File: src/rtl/pulse_conditioner_if.sv
// Signal bundle between a pulse source/consumer and pulse_conditioner.
// The master drives the raw pulse and edge selection; the conditioner returns its outputs.
interface pulse_conditioner_if;
  logic       sig_in;
  logic [1:0] edge_sel_in;
  logic       pulse_out;
  logic       level_out;
  logic [7:0] drop_cnt_out;
  logic       active_led_out;

  modport master (
    output sig_in,
    output edge_sel_in,
    input  pulse_out,
    input  level_out,
    input  drop_cnt_out,
    input  active_led_out
  );

  modport slave (
    input  sig_in,
    input  edge_sel_in,
    output pulse_out,
    output level_out,
    output drop_cnt_out,
    output active_led_out
  );
endinterface

File: src/rtl/pulse_conditioner.sv
// Synchronises and de-glitches a raw pulse input, then emits one strobe per selected edge
// with holdoff spacing, a saturating drop counter and a stretched active-low activity LED.
module pulse_conditioner #(
  parameter int SYNC_STAGES    = 2,
  parameter int FILTER_CYCLES  = 16,
  parameter int HOLDOFF_CYCLES = 100,
  parameter int STRETCH_CYCLES = 10_000_000
) (
  input  logic               clk_in,
  input  logic               rst_n_in,
  pulse_conditioner_if.slave bus
);

  localparam int FLT_W  = $clog2(FILTER_CYCLES) + 1;
  localparam int HOLD_W = (HOLDOFF_CYCLES > 0) ? $clog2(HOLDOFF_CYCLES + 1) : 1;
  localparam int LED_W  = $clog2(STRETCH_CYCLES + 1);

  localparam logic [FLT_W-1:0]  FLT_LAST  = FLT_W'(FILTER_CYCLES - 1);
  localparam logic [HOLD_W-1:0] HOLD_LOAD = HOLD_W'(HOLDOFF_CYCLES);
  localparam logic [LED_W-1:0]  LED_LOAD  = LED_W'(STRETCH_CYCLES);
  localparam logic [7:0]        DROP_MAX  = 8'hFF;

  logic              sync_reg [SYNC_STAGES];
  logic              sync_s;
  logic              level_reg;
  logic [FLT_W-1:0]  flt_cnt_reg;
  logic              level_change;
  logic              ev_sel_reg;
  logic              ev_sel_next;
  logic              accept;
  logic              drop;
  logic              pulse_reg;
  logic [HOLD_W-1:0] hold_cnt_reg;
  logic [HOLD_W-1:0] hold_cnt_next;
  logic [7:0]        drop_cnt_reg;
  logic [7:0]        drop_cnt_next;
  logic [LED_W-1:0]  led_cnt_reg;
  logic [LED_W-1:0]  led_cnt_next;

  genvar gi;
  generate
    for (gi = 0; gi < SYNC_STAGES; gi++) begin : g_sync
      if (gi == 0) begin : g_first
        always_ff @(posedge clk_in or negedge rst_n_in) begin
          if (!rst_n_in) sync_reg[gi] <= 1'b0;
          else           sync_reg[gi] <= bus.sig_in;
        end
      end else begin : g_chain
        always_ff @(posedge clk_in or negedge rst_n_in) begin
          if (!rst_n_in) sync_reg[gi] <= 1'b0;
          else           sync_reg[gi] <= sync_reg[gi-1];
        end
      end
    end
  endgenerate

  assign sync_s       = sync_reg[SYNC_STAGES-1];
  assign level_change = (sync_s != level_reg) && (flt_cnt_reg == FLT_LAST);

  // Any cycle of agreement with the accepted level restarts the stability count.
  always_ff @(posedge clk_in or negedge rst_n_in) begin
    if (!rst_n_in) begin
      level_reg   <= 1'b0;
      flt_cnt_reg <= '0;
    end else if (sync_s == level_reg) begin
      flt_cnt_reg <= '0;
    end else if (level_change) begin
      level_reg   <= sync_s;
      flt_cnt_reg <= '0;
    end else begin
      flt_cnt_reg <= flt_cnt_reg + 1'b1;
    end
  end

  // Edge selection is sampled on the edge that updates the level; bit 0 rising, bit 1 falling.
  always_comb begin
    ev_sel_next = 1'b0;
    if (level_change)
      ev_sel_next = sync_s ? bus.edge_sel_in[0] : bus.edge_sel_in[1];
  end

  assign accept = ev_sel_reg && (hold_cnt_reg == '0);
  assign drop   = ev_sel_reg && (hold_cnt_reg != '0);

  always_comb begin
    hold_cnt_next = hold_cnt_reg;
    if (accept)
      hold_cnt_next = HOLD_LOAD;
    else if (hold_cnt_reg != '0)
      hold_cnt_next = hold_cnt_reg - 1'b1;

    drop_cnt_next = drop_cnt_reg;
    if (drop && (drop_cnt_reg != DROP_MAX))
      drop_cnt_next = drop_cnt_reg + 1'b1;

    led_cnt_next = led_cnt_reg;
    if (accept)
      led_cnt_next = LED_LOAD;
    else if (led_cnt_reg != '0)
      led_cnt_next = led_cnt_reg - 1'b1;
  end

  always_ff @(posedge clk_in or negedge rst_n_in) begin
    if (!rst_n_in) begin
      ev_sel_reg   <= 1'b0;
      pulse_reg    <= 1'b0;
      hold_cnt_reg <= '0;
      drop_cnt_reg <= '0;
      led_cnt_reg  <= '0;
    end else begin
      ev_sel_reg   <= ev_sel_next;
      pulse_reg    <= accept;
      hold_cnt_reg <= hold_cnt_next;
      drop_cnt_reg <= drop_cnt_next;
      led_cnt_reg  <= led_cnt_next;
    end
  end

  assign bus.pulse_out      = pulse_reg;
  assign bus.level_out      = level_reg;
  assign bus.drop_cnt_out   = drop_cnt_reg;
  assign bus.active_led_out = (led_cnt_reg == '0);

endmodule

File: src/flat_wrapper.sv
// flat-port wrapper written by rule: the top's interface ports become plain ports
module pulse_conditioner_flat 
#(
  parameter int SYNC_STAGES    = 2,
  parameter int FILTER_CYCLES  = 16,
  parameter int HOLDOFF_CYCLES = 100,
  parameter int STRETCH_CYCLES = 10_000_000
)
  (clk_in, rst_n_in, bus_sig_in, bus_edge_sel_in, bus_pulse_out, bus_level_out, bus_drop_cnt_out, bus_active_led_out);
  pulse_conditioner_if bus_i ();
  input  logic clk_in;
  input  logic rst_n_in;
  input wire logic [$bits(bus_i.sig_in)-1:0] bus_sig_in;
  input wire logic [$bits(bus_i.edge_sel_in)-1:0] bus_edge_sel_in;
  output wire logic [$bits(bus_i.pulse_out)-1:0] bus_pulse_out;
  output wire logic [$bits(bus_i.level_out)-1:0] bus_level_out;
  output wire logic [$bits(bus_i.drop_cnt_out)-1:0] bus_drop_cnt_out;
  output wire logic [$bits(bus_i.active_led_out)-1:0] bus_active_led_out;
  assign bus_i.sig_in = bus_sig_in;
  assign bus_i.edge_sel_in = bus_edge_sel_in;
  assign bus_pulse_out = bus_i.pulse_out;
  assign bus_level_out = bus_i.level_out;
  assign bus_drop_cnt_out = bus_i.drop_cnt_out;
  assign bus_active_led_out = bus_i.active_led_out;
  pulse_conditioner #(.SYNC_STAGES(SYNC_STAGES), .FILTER_CYCLES(FILTER_CYCLES), .HOLDOFF_CYCLES(HOLDOFF_CYCLES), .STRETCH_CYCLES(STRETCH_CYCLES)) u_core (.clk_in(clk_in), .rst_n_in(rst_n_in), .bus(bus_i));
endmodule
File: config.mk
export PLATFORM = sky130hd
export DESIGN_NAME = pulse_conditioner_flat
export DESIGN_NICKNAME = d
export VERILOG_FILES = /design/src/rtl/pulse_conditioner_if.sv /design/src/rtl/pulse_conditioner.sv /design/src/flat_wrapper.sv
export SDC_FILE = /design/constraint.sdc
export NUM_CORES = 1
export LEC_CHECK = 0
export CORE_MARGIN = 2
export CORE_UTILIZATION = 35
export CTS_CLUSTER_DIAMETER = 30
export DETAILED_ROUTE_END_ITERATION = 8
export DONT_BUFFER_PORTS = 1
export SLEW_MARGIN = 20
export SYNTH_ARGS = -nofsm -noshare
export SYNTH_HDL_FRONTEND = slang
export SYNTH_SLANG_ARGS = --single-unit
export TNS_END_PERCENT = 30
File: constraint.sdc
create_clock -name clk_in -period 5.1 [get_ports clk_in]
set_input_delay 0.255 -clock clk_in [delete_from_list [all_inputs] [get_ports clk_in]]
set_output_delay 0.255 -clock clk_in [all_outputs]
set_load 0.005 [all_outputs]
Word-level counts from Yosys, hierarchy flattened
Index checks and enable logic that the tools add are counted.
Storage, ports and cells
  logic and storage cells: 37
  input bits: 5
  register bits after elaboration: 49
  RAM bits: 0
  bits in latches: 0
  output and inout port bits: 11
  bits in read-only memories: 0
  memories kept: 0
Cells by class
  reduce and logical (&&, ||, !) cells: 11
  multipliers: 0
  $lt $le $gt $ge: 0
  equal/unequal tests: 4
  add/subtract/negate cells: 4
  shift operators: 0
  muxes and demuxes: 8
  bitwise logic cells: 1
  div/mod/pow operators: 0
Operators by type and width (count)
  2-to-1 mux 24 bit: 2
  zero test 24 bit: 1
  nonzero test 24 bit: 1
  subtractor 24 x 1 -> 24 bit (second input constant): 1
  2-to-1 mux 7 bit: 2
  2-to-1 mux 5 bit: 2
  adder 8 x 1 -> 8 bit (second input constant): 1
  != test 8 bit (second input constant): 1
  zero test 7 bit: 1
  nonzero test 7 bit: 1
  subtractor 7 x 1 -> 7 bit (second input constant): 1
  adder 5 x 1 -> 5 bit (second input constant): 1
  == test 5 x 4 -> 1 bit (second input constant): 1
  logical AND 1 bit: 4
  nonzero test 2 bit: 2
  2-to-1 mux 1 bit: 2
  AND reduction 2 bit: 1
  == test 1 bit: 1
  != test 1 bit: 1
  inverter 1 bit: 1

Logic depth before layout (Yosys ltp)
Gate-level depths: netlist (run 1).
  depth after elaboration: 4
  gate-level depth with buffers: 8

Worst setup path after synthesis (run 1)
No wires, ideal clock.
  kind: reg-to-reg
  from: register u_core.led_cnt_reg[0]
  to: register u_core.led_cnt_reg[15]
  clock period less this slack: 1.940 ns
  stages on the path, launching flop included: 9
  buffers on the path: 1
  setup time: 0.133 ns
  setup slack: 3.160 ns
  data arrival time: 1.807 ns
  cells stage by stage: dfrtp_1 > inv_1 > ha_1 > and2b_2 > and4_1 > buf_2 > nor4_1 > xnor2_1 > nand2_1
On the way
  longest elaborated chain between the ends: 3
  elaborated cells between the ends (all ways): 5
Ends and longest elaborated chain
  start: declaration: line pulse_conditioner.sv:37  | logic [LED_W-1:0] led_cnt_reg;
  start signal: assignment: line pulse_conditioner.sv:115  | led_cnt_reg <= led_cnt_next;
  subtractor 24 x 1 -> 24 bit: line pulse_conditioner.sv:100  | led_cnt_next = led_cnt_reg - 1'b1;
  2-to-1 mux 24 bit: line pulse_conditioner.sv:99  | else if (led_cnt_reg != '0)
  2-to-1 mux 24 bit: line pulse_conditioner.sv:97  | if (accept)
Parallel ways exist; a longest one is shown, timed or not. The select of a mux whose other input is x is not followed.
A chain may end at the register's enable or synchronous reset.

Worst setup path after layout (run 1)
  from: register u_core.led_cnt_reg[0]
  to: register u_core.led_cnt_reg[21]
The elaborated chain is that of the path after synthesis.

==> results of run 1 <==
==> cell usage in the layout, fill, tap and decap left out, types with 3 or more instances in the layout <==
cell / synthesis / routed
nand3_1: 7 / 7
nor4b_1: 4 / 4
inv_1: 6 / 6
ha_1: 6 / 6
nand4_1: 5 / 5
o31ai_1: 3 / 3
mux2_2: 3 / 3
and3_1: 5 / 5
nor3_1: 13 / 13
and2_1: 3 / 3
a211oi_1: 3 / 3
nor2_1: 23 / 23
xnor2_1: 18 / 18
a21oi_1: 14 / 14
nand2_1: 19 / 19
xor2_1: 10 / 10
or4_1: 3 / 3
o21ai_0: 8 / 8
dfrtp_1: 49 / 49
clkbuf_8: 0 / 5
==> worst register-to-register path: stages (launching register included) <==
cell and delay [ns]:
dfrtp_1 0.48, inv_1 0.13, ha_1 0.22, and2b_2 0.21
and4_1 0.38, nor3_2 0.41, a21oi_1 0.12, a31o_2 0.23
==> final timing paths <==
check / startpoint / endpoint / slack, ns / cells past startpoint
min reg2reg: u_core.sync_reg[1]$_DFF_PN0_ / u_core.sync_s$_DFF_PN0_ / 0.36 / 0
min in group asynchronous: rst_n_in / u_core.hold_cnt_reg[5]$_DFFE_PN0P_ / 0.46 / 2
max reg2reg: u_core.led_cnt_reg[0]$_DFFE_PN0P_ / u_core.led_cnt_reg[21]$_DFFE_PN0P_ / 2.82 / 7
min: bus_edge_sel_in[1] / u_core.ev_sel_reg$_DFF_PN0_ / 0.19 / 2
max in group asynchronous: rst_n_in / u_core.led_cnt_reg[5]$_DFFE_PN0P_ / 4.43 / 2
max: u_core.led_cnt_reg[0]$_DFFE_PN0P_ / u_core.led_cnt_reg[21]$_DFFE_PN0P_ / 2.82 / 7
==> power by group through the flow <==
| stage | logic [mW] | registers (mW) | clock network (mW) |
|---|---|---|---|
| floorplan | 0.349 | 0.631 | 0 |
| global placement | 0.397 | 0.663 | 0 |
| detailed placement | 0.411 | 0.661 | 0 |
| CTS | 0.426 | 0.658 | 0.235 |
| global route | 0.493 | 0.679 | 0.251 |
| finish | 0.420 | 0.659 | 0.222 |
==> timing repair <==
action / in CTS / in global routing
gates resized for setup: 0 / 0
hold buffers: 3 / 0
endpoints found under the hold margin: 50 / 0
==> logic make-up after synthesis <==
group                      share of synthesized area, %
and+or+nand+nor                                    24.9
AOI/OAI and AO/OA                                  8.73
xor gates and xnor gates                           10.0
buffers and inverters                              1.48
adders and majority gates                          3.06
muxes                                              1.79
DFF                                                50.0
==> cell type report <==
type                    instances  area (um^2)  area share [%]
clock buffers                   7         76.3            2.83
clock inverters                 1         7.51           0.279
inverters                       7         26.3           0.976
multi-input cells             177         1190            44.1
flip-flops and latches         49         1230            45.5
well taps                      96          120            4.46
repair buffers                  3         47.5            1.77
==> routing by layer <==
metal,up-vias,routed length (um),track usage [%]
met5,-,0,0
met4,0,76,5.31
met3,5,158,3.30
met2,33,1980,20.3
met1,824,2170,18.3
li1,851,-,-
==> metrics by stage <==
stage / cells / hold slack [ns]
after floorplan: 235 / -0.0406
after global placement: 329 / -0.0396
after detailed placement: 329 / -0.0395
after CTS: 340 / 0.171
after global routing: 340 / 0.178
final: 340 / 0.186
==> out/summary.txt, run 1 <==
Drt via density: 5.04
Startpoint types: register
Final net count: 254
Pin count of the biggest net entering global routing: 50
Period utilization: 44.6%
Post-route ant nets: 0
Core Region: 0.00679 mm^2
H-tree levels: 2
Cell variety after synth: 42
Power Density: 483 mW/mm^2
Synthesized cell area: 0.00245 mm^2
Antenna Cells: 0
Max incr delay on CP: 0.48 ns
DRC: 0
Wirelength per Cell: 12.9 um
Die Y: 87.7 um
Pleak: 1.15 nW
Post-CTS Setup Bufs: 0
Initial antenna violation count: 0
CTS Sinks: 49
Mean Syn Cell Area: 10.4 um^2
Crit-path cells: inv_1 -> ha_1 -> and2b_2 -> and4_1 -> nor3_2 -> a21oi_1 -> a31o_2
P_sw: 505 uW
Max-slew violations: 0
Total Power: 1.30 mW
Synth area leaders: dfrtp_1 50%, xnor2_1 6.4%, xor2_1 3.6%, nor2_1 3.5%, ha_1 3.1%
Worst EP required: 5.30 ns
Critical path class: reg -> reg
Tightest Pin Transition: 0.596 ns
Crit. End Element: register
Die Wd: 87.7 um
Switching portion of total power: 38.8%
Total number of vias: 1713
Initial Util: 36.1%
TritonCTS Buffers: 5
Yosys synthesis warning count: 0
Top-count cell post-synth: dfrtp_1
Setup WS pre-CTS: 2.83 ns
Synth area leader: dfrtp_1
Vias in the first global route: 1735
Register share of total power: 50.7%
Worst Path Buf+Inv: 1
Post-layout util: 39.6%
EDFF count, synth: 0
WP data arrival: 2.47 ns
Clk buf depth: 2
IO buf count: 0
Area added between synthesis and finish: 9.85%
Internal cell power: 797 uW
Layout cells sized above 1: 9.02%
Design Area, Final: 0.00269 mm^2
Setup TNS: 0 ns
TritonRoute pass-1 iters: 4
Max-cap violations: 0
Share of the synthesized area in the top cell type: 50.0%
Clock skew: 0.00749 ns
Root Driver: clkbuf_8
Dpl hpwl: 2950 um
Combinational share of power: 32.3%
Final setup vio count: 0
All-Layer GR Usage: 13.3%
Minimum clock period: 2.28 ns
Yosys reg bits: 49
GP Congestion: 0.768
Max reg flops: 24
Critical Path Slowest Stage Cell: dfrtp_1
Post-Synthesis Cells: 235
Final WL: 4380 um
Final worst slack: 2.82 ns
Slew headroom: 59.9%
Worst hold path type: in -> reg
RSZ-0062 raised after global routing: no
Global route overflow: 0
Area of the die: 0.00769 mm^2
Clk Latency, worst-skew pair: 0.30 ns
Synth top cells by count: 49 x dfrtp_1, 23 x nor2_1, 19 x nand2_1, 18 x xnor2_1, 14 x a21oi_1
Predominant post-synthesis flop cell: dfrtp_1
Cell Rows: 30
Reg clk slew, reported paths: 0.09 ns
Fmax: 0.439 GHz
Filler cell count in the final layout: 682
VDD IR max: 0.143 mV
Outcome: completed
Number of primary I/O pins: 16
Final hold violations: 0
Clk pwr share: 17.1%
Crit path max fanout: 14
Async set or reset register ratio after synthesis: 100%
Top Family by Delay on Critical Path: simple AND/OR/NAND/NOR gates
First-pass GRT wire length: 7960 um
Synth Net Count: 246
DR iter-0 viols: 124
TritonCTS clock tree: yes
Sequential share of the synthesized area: 50.0%
Post-Place Cell Area: 0.00256 mm^2
Power figures use the tool's default switching activity.
==> inputs of run 2 (changes only) <==
- ABC_AREA: not set -> 1
- clock period: 5.1 -> 1.88 ns (I/O delays scaled with it)
==> out/summary.txt, run 2 <==
Outcome: completed
VDD IR max: 0.415 mV (+190%)
Drt via density: 4.85 (-3.8%)
TritonCTS Buffers: 5 (unchanged)
Core Region: 0.00769 mm^2 (+13%)
Global route overflow: 0 (unchanged)
Crit path max fanout: 7 (-7)
IO buf count: 0 (unchanged)
Minimum clock period: 1.68 ns (-0.600 ns)
TritonCTS clock tree: yes
DRC: 0 (unchanged)
TritonRoute pass-1 iters: 4 (unchanged)
Pin count of the biggest net entering global routing: 50 (unchanged)
Xor and xnor fraction of the mapped netlist area: 5.09% (-4.9 points)
Sequential share of the synthesized area: 44.6% (-5.5 points)
Total number of vias: 2268 (+32%)
Main combinational cell family by area after synthesis: simple AND/OR/NAND/NOR gates
Yosys synthesis warning count: 0 (unchanged)
Cell Rows: 32 (+6.7%)
Power Density: 1300 mW/mm^2 (+170%)
Top-count cell post-synth: nand2_1
Root Driver: clkbuf_8
Crit. End Element: register
WP depth: 8 (+1)
WP data arrival: 1.93 ns (-0.54 ns)
Die Wd: 92.7 um (+5.7%)
Most common cell after layout, fill and taps aside: nand2_1
Critical Path Slowest Stage Cell: dfrtp_1
Synthesized cell area: 0.00275 mm^2 (+12%)
Crit-path cells: nor2_1 -> nand3_1 -> nor2_2 -> nand3_4 -> nor2_4 -> buf_4 -> nand2_1 -> nand2_1
Synth area leaders: dfrtp_1 45%, nand2_1 12%, nand3_1 6.7%, nor2_1 6.4%, inv_1 5.3%
Number of primary I/O pins: 16 (unchanged)
Vias in the first global route: 2268 (+31%)
Wirelength per Cell: 12.4 um (-4.1%)
Max-cap violations: 0 (unchanged)
Period utilization: 89.2% (+45 points)
DR iter-0 viols: 81 (-35%)
RR Startpoint: u_core.led_cnt_reg[20]$_DFFE_PN0P_
Worst Path Buf+Inv: 1 (unchanged)
Async set or reset register ratio after synthesis: 100% (unchanged)
CTS Sinks: 49 (unchanged)
Max-slew violations: 0 (unchanged)
Startpoint types: register
Dpl hpwl: 4260 um (+44%)
Tightest Pin Transition: 0.439 ns (-0.157 ns)
Fraction of the mapped netlist area in simple logic gates: 37.0% (+12 points)
Fmax: 0.596 GHz (+36%)
Max reg flops: 24 (unchanged)
Final setup vio count: 0 (unchanged)
Yosys reg bits: 49 (unchanged)
Area added between synthesis and finish: 11.0%
Top Family by Delay on Critical Path: simple AND/OR/NAND/NOR gates
Pleak: 1.49 nW (+29%)
Share of the synthesized area in the top cell type: 44.6% (-5.5 points)
Initial Util: 35.8% (-0.29 points)
RSZ-0062 raised after global routing: no
Mean Syn Cell Area: 7.79 um^2 (-25%)
EDFF count, synth: 0 (unchanged)
Mux contribution to synthesized area: 0% (-1.8 points)
Adder-cell share of the synthesized area: 2.73% (-0.33 points)
Die Y: 92.7 um (+5.7%)
Reg clk slew, reported paths: 0.09 ns (about the same)
Worst hold path type: in -> async
Final WL: 5790 um (+32%)
Setup TNS: 0 ns (unchanged)
Initial antenna violation count: 0 (unchanged)
Worst EP required: 2.13 ns (-3.17 ns)
Critical path class: reg -> reg
Clock skew: 0.00563 ns (-0.00185 ns)
Antenna Cells: 0 (unchanged)
Predominant post-synthesis flop cell: dfrtp_1
Slew headroom: 70.6% (+11 points)
Synth top cells by count: 85 x nand2_1, 49 x dfrtp_1, 47 x nor2_1, 39 x inv_1, 37 x nand3_1
FF-to-FF End: u_core.led_cnt_reg[1]$_DFFE_PN0P_
H-tree levels: 2 (unchanged)
Area of the die: 0.00859 mm^2 (+12%)
First-pass GRT wire length: 10200 um (+28%)
Most frequent cells in the layout: 85 x nand2_1, 49 x dfrtp_1, 47 x nor2_1
Clk Latency, worst-skew pair: 0.31 ns (about the same)
Worst hold slack: 0.321 ns (+0.135 ns)
Final hold violations: 0 (unchanged)
Synth Net Count: 364 (+48%)
Max incr delay on CP: 0.44 ns (-0.04 ns)
Post-Synthesis Cells: 353 (+50%)
Compound-gate portion of the synthesized area: 3.96% (-4.8 points)
Post-route ant nets: 0 (unchanged)
Clk buf depth: 2 (unchanged)
Layout cells sized above 1: 12.3% (+3.3 points)
CP dominant cell by count: nand2_1
Worst R2R Setup Slack: 0.20 ns (-2.62 ns)
Final net count: 377 (+48%)
All-Layer GR Usage: 14.9% (+1.5 points)
GP Congestion: 0.877 (+14%)
Cell variety after synth: 29 (-31%)
Synth area leader: dfrtp_1
Reg2reg path depth: 8 (+1)
==> run 2: cell count changes after synthesis, moves of 11 or more <==
cell,previous run,this run
inv_1,6,39
nand2_1,19,85
nand3_1,7,37
nor2_1,23,47
nor2_2,1,18
xnor2_1,18,7
==> run 2: how the worst max path moves through the flow <==
| stage | slack (ns) | from | end |
|---|---|---|---|
| finish | 0.20 | u_core.led_cnt_reg[20]$_DFFE_PN0P_ | u_core.led_cnt_reg[1]$_DFFE_PN0P_ |
| global route | 0.02 | u_core.bus.drop_cnt_out[0]$_DFFE_PN0P_ | u_core.bus.drop_cnt_out[4]$_DFFE_PN0P_ |
| CTS | 0.19 | u_core.led_cnt_reg[20]$_DFFE_PN0P_ | u_core.led_cnt_reg[1]$_DFFE_PN0P_ |
| detailed placement | 0.20 | u_core.bus.drop_cnt_out[0]$_DFFE_PN0P_ | u_core.bus.drop_cnt_out[4]$_DFFE_PN0P_ |
| global placement | 0.23 | u_core.bus.drop_cnt_out[0]$_DFFE_PN0P_ | u_core.bus.drop_cnt_out[4]$_DFFE_PN0P_ |
| floorplan | 0.38 | u_core.led_cnt_reg[0]$_DFFE_PN0P_ | u_core.led_cnt_reg[8]$_DFFE_PN0P_ |
==> run 2: cell families (layout without fill, tap and decap cells) <==
group	count (synthesis)	count (layout)
adder cells (fa/ha/maj)	6	6
AO/OA/AOI/OAI	20	20
AND/OR/NAND/NOR	217	217
XOR/XNOR	16	16
buffers and inverters	45	58
flip-flops	49	49
==> run 2: what timing repair did <==
action	4_1_cts	5_1_grt
gates resized for setup	0	0
hold buffers	5	0
endpoints found under the hold margin	51	0
setup buffers	0	0
==> run 2: layer usage <==
metal | GRT usage (%) | part of all wire [%]
met4 | 6.25 | 2.1
met1 | 19.1 | 46
met3 | 2.77 | 3.8
met2 | 24.6 | 48
met5 | 0 | 0
==> run 2: stage by stage <==
step	utilization [%]	instance area, um^2	setup slack, ns	cells	total power, mW
final	39.7	3050	0.203	468	3.96
after global routing	39.7	3050	0.0153	468	4.30
after CTS	39.7	3050	0.193	468	3.99
after detailed placement	37.7	2900	0.203	456	3.31
after global placement	37.7	2900	0.226	456	3.27
after floorplan	-	2750	0.383	353	2.92
==> run 2: final cells by class <==
class | instances | area [um^2]
clock inverters | 2 | 16.3
flip-flops and latches | 49 | 1230
well taps | 102 | 128
clock buffers | 5 | 68.8
multi-input cells | 259 | 1340
fillers | 795 | 4630
repair buffers | 10 | 118
inverters | 41 | 155
==> run 2: worst reg2reg max path, delay by kind of cell, from the launching register on <==
family,cells,cell delay [ns]
buffers and inverters,1,0.17
DFF,1,0.44
and+or+nand+nor,7,1.01
==> run 2: where the power goes <==
group	switching [mW]	internal [mW]
sequential	0.304	1.36
combinational	1.04	0.617
clock	0.375	0.257
total	1.72	2.24
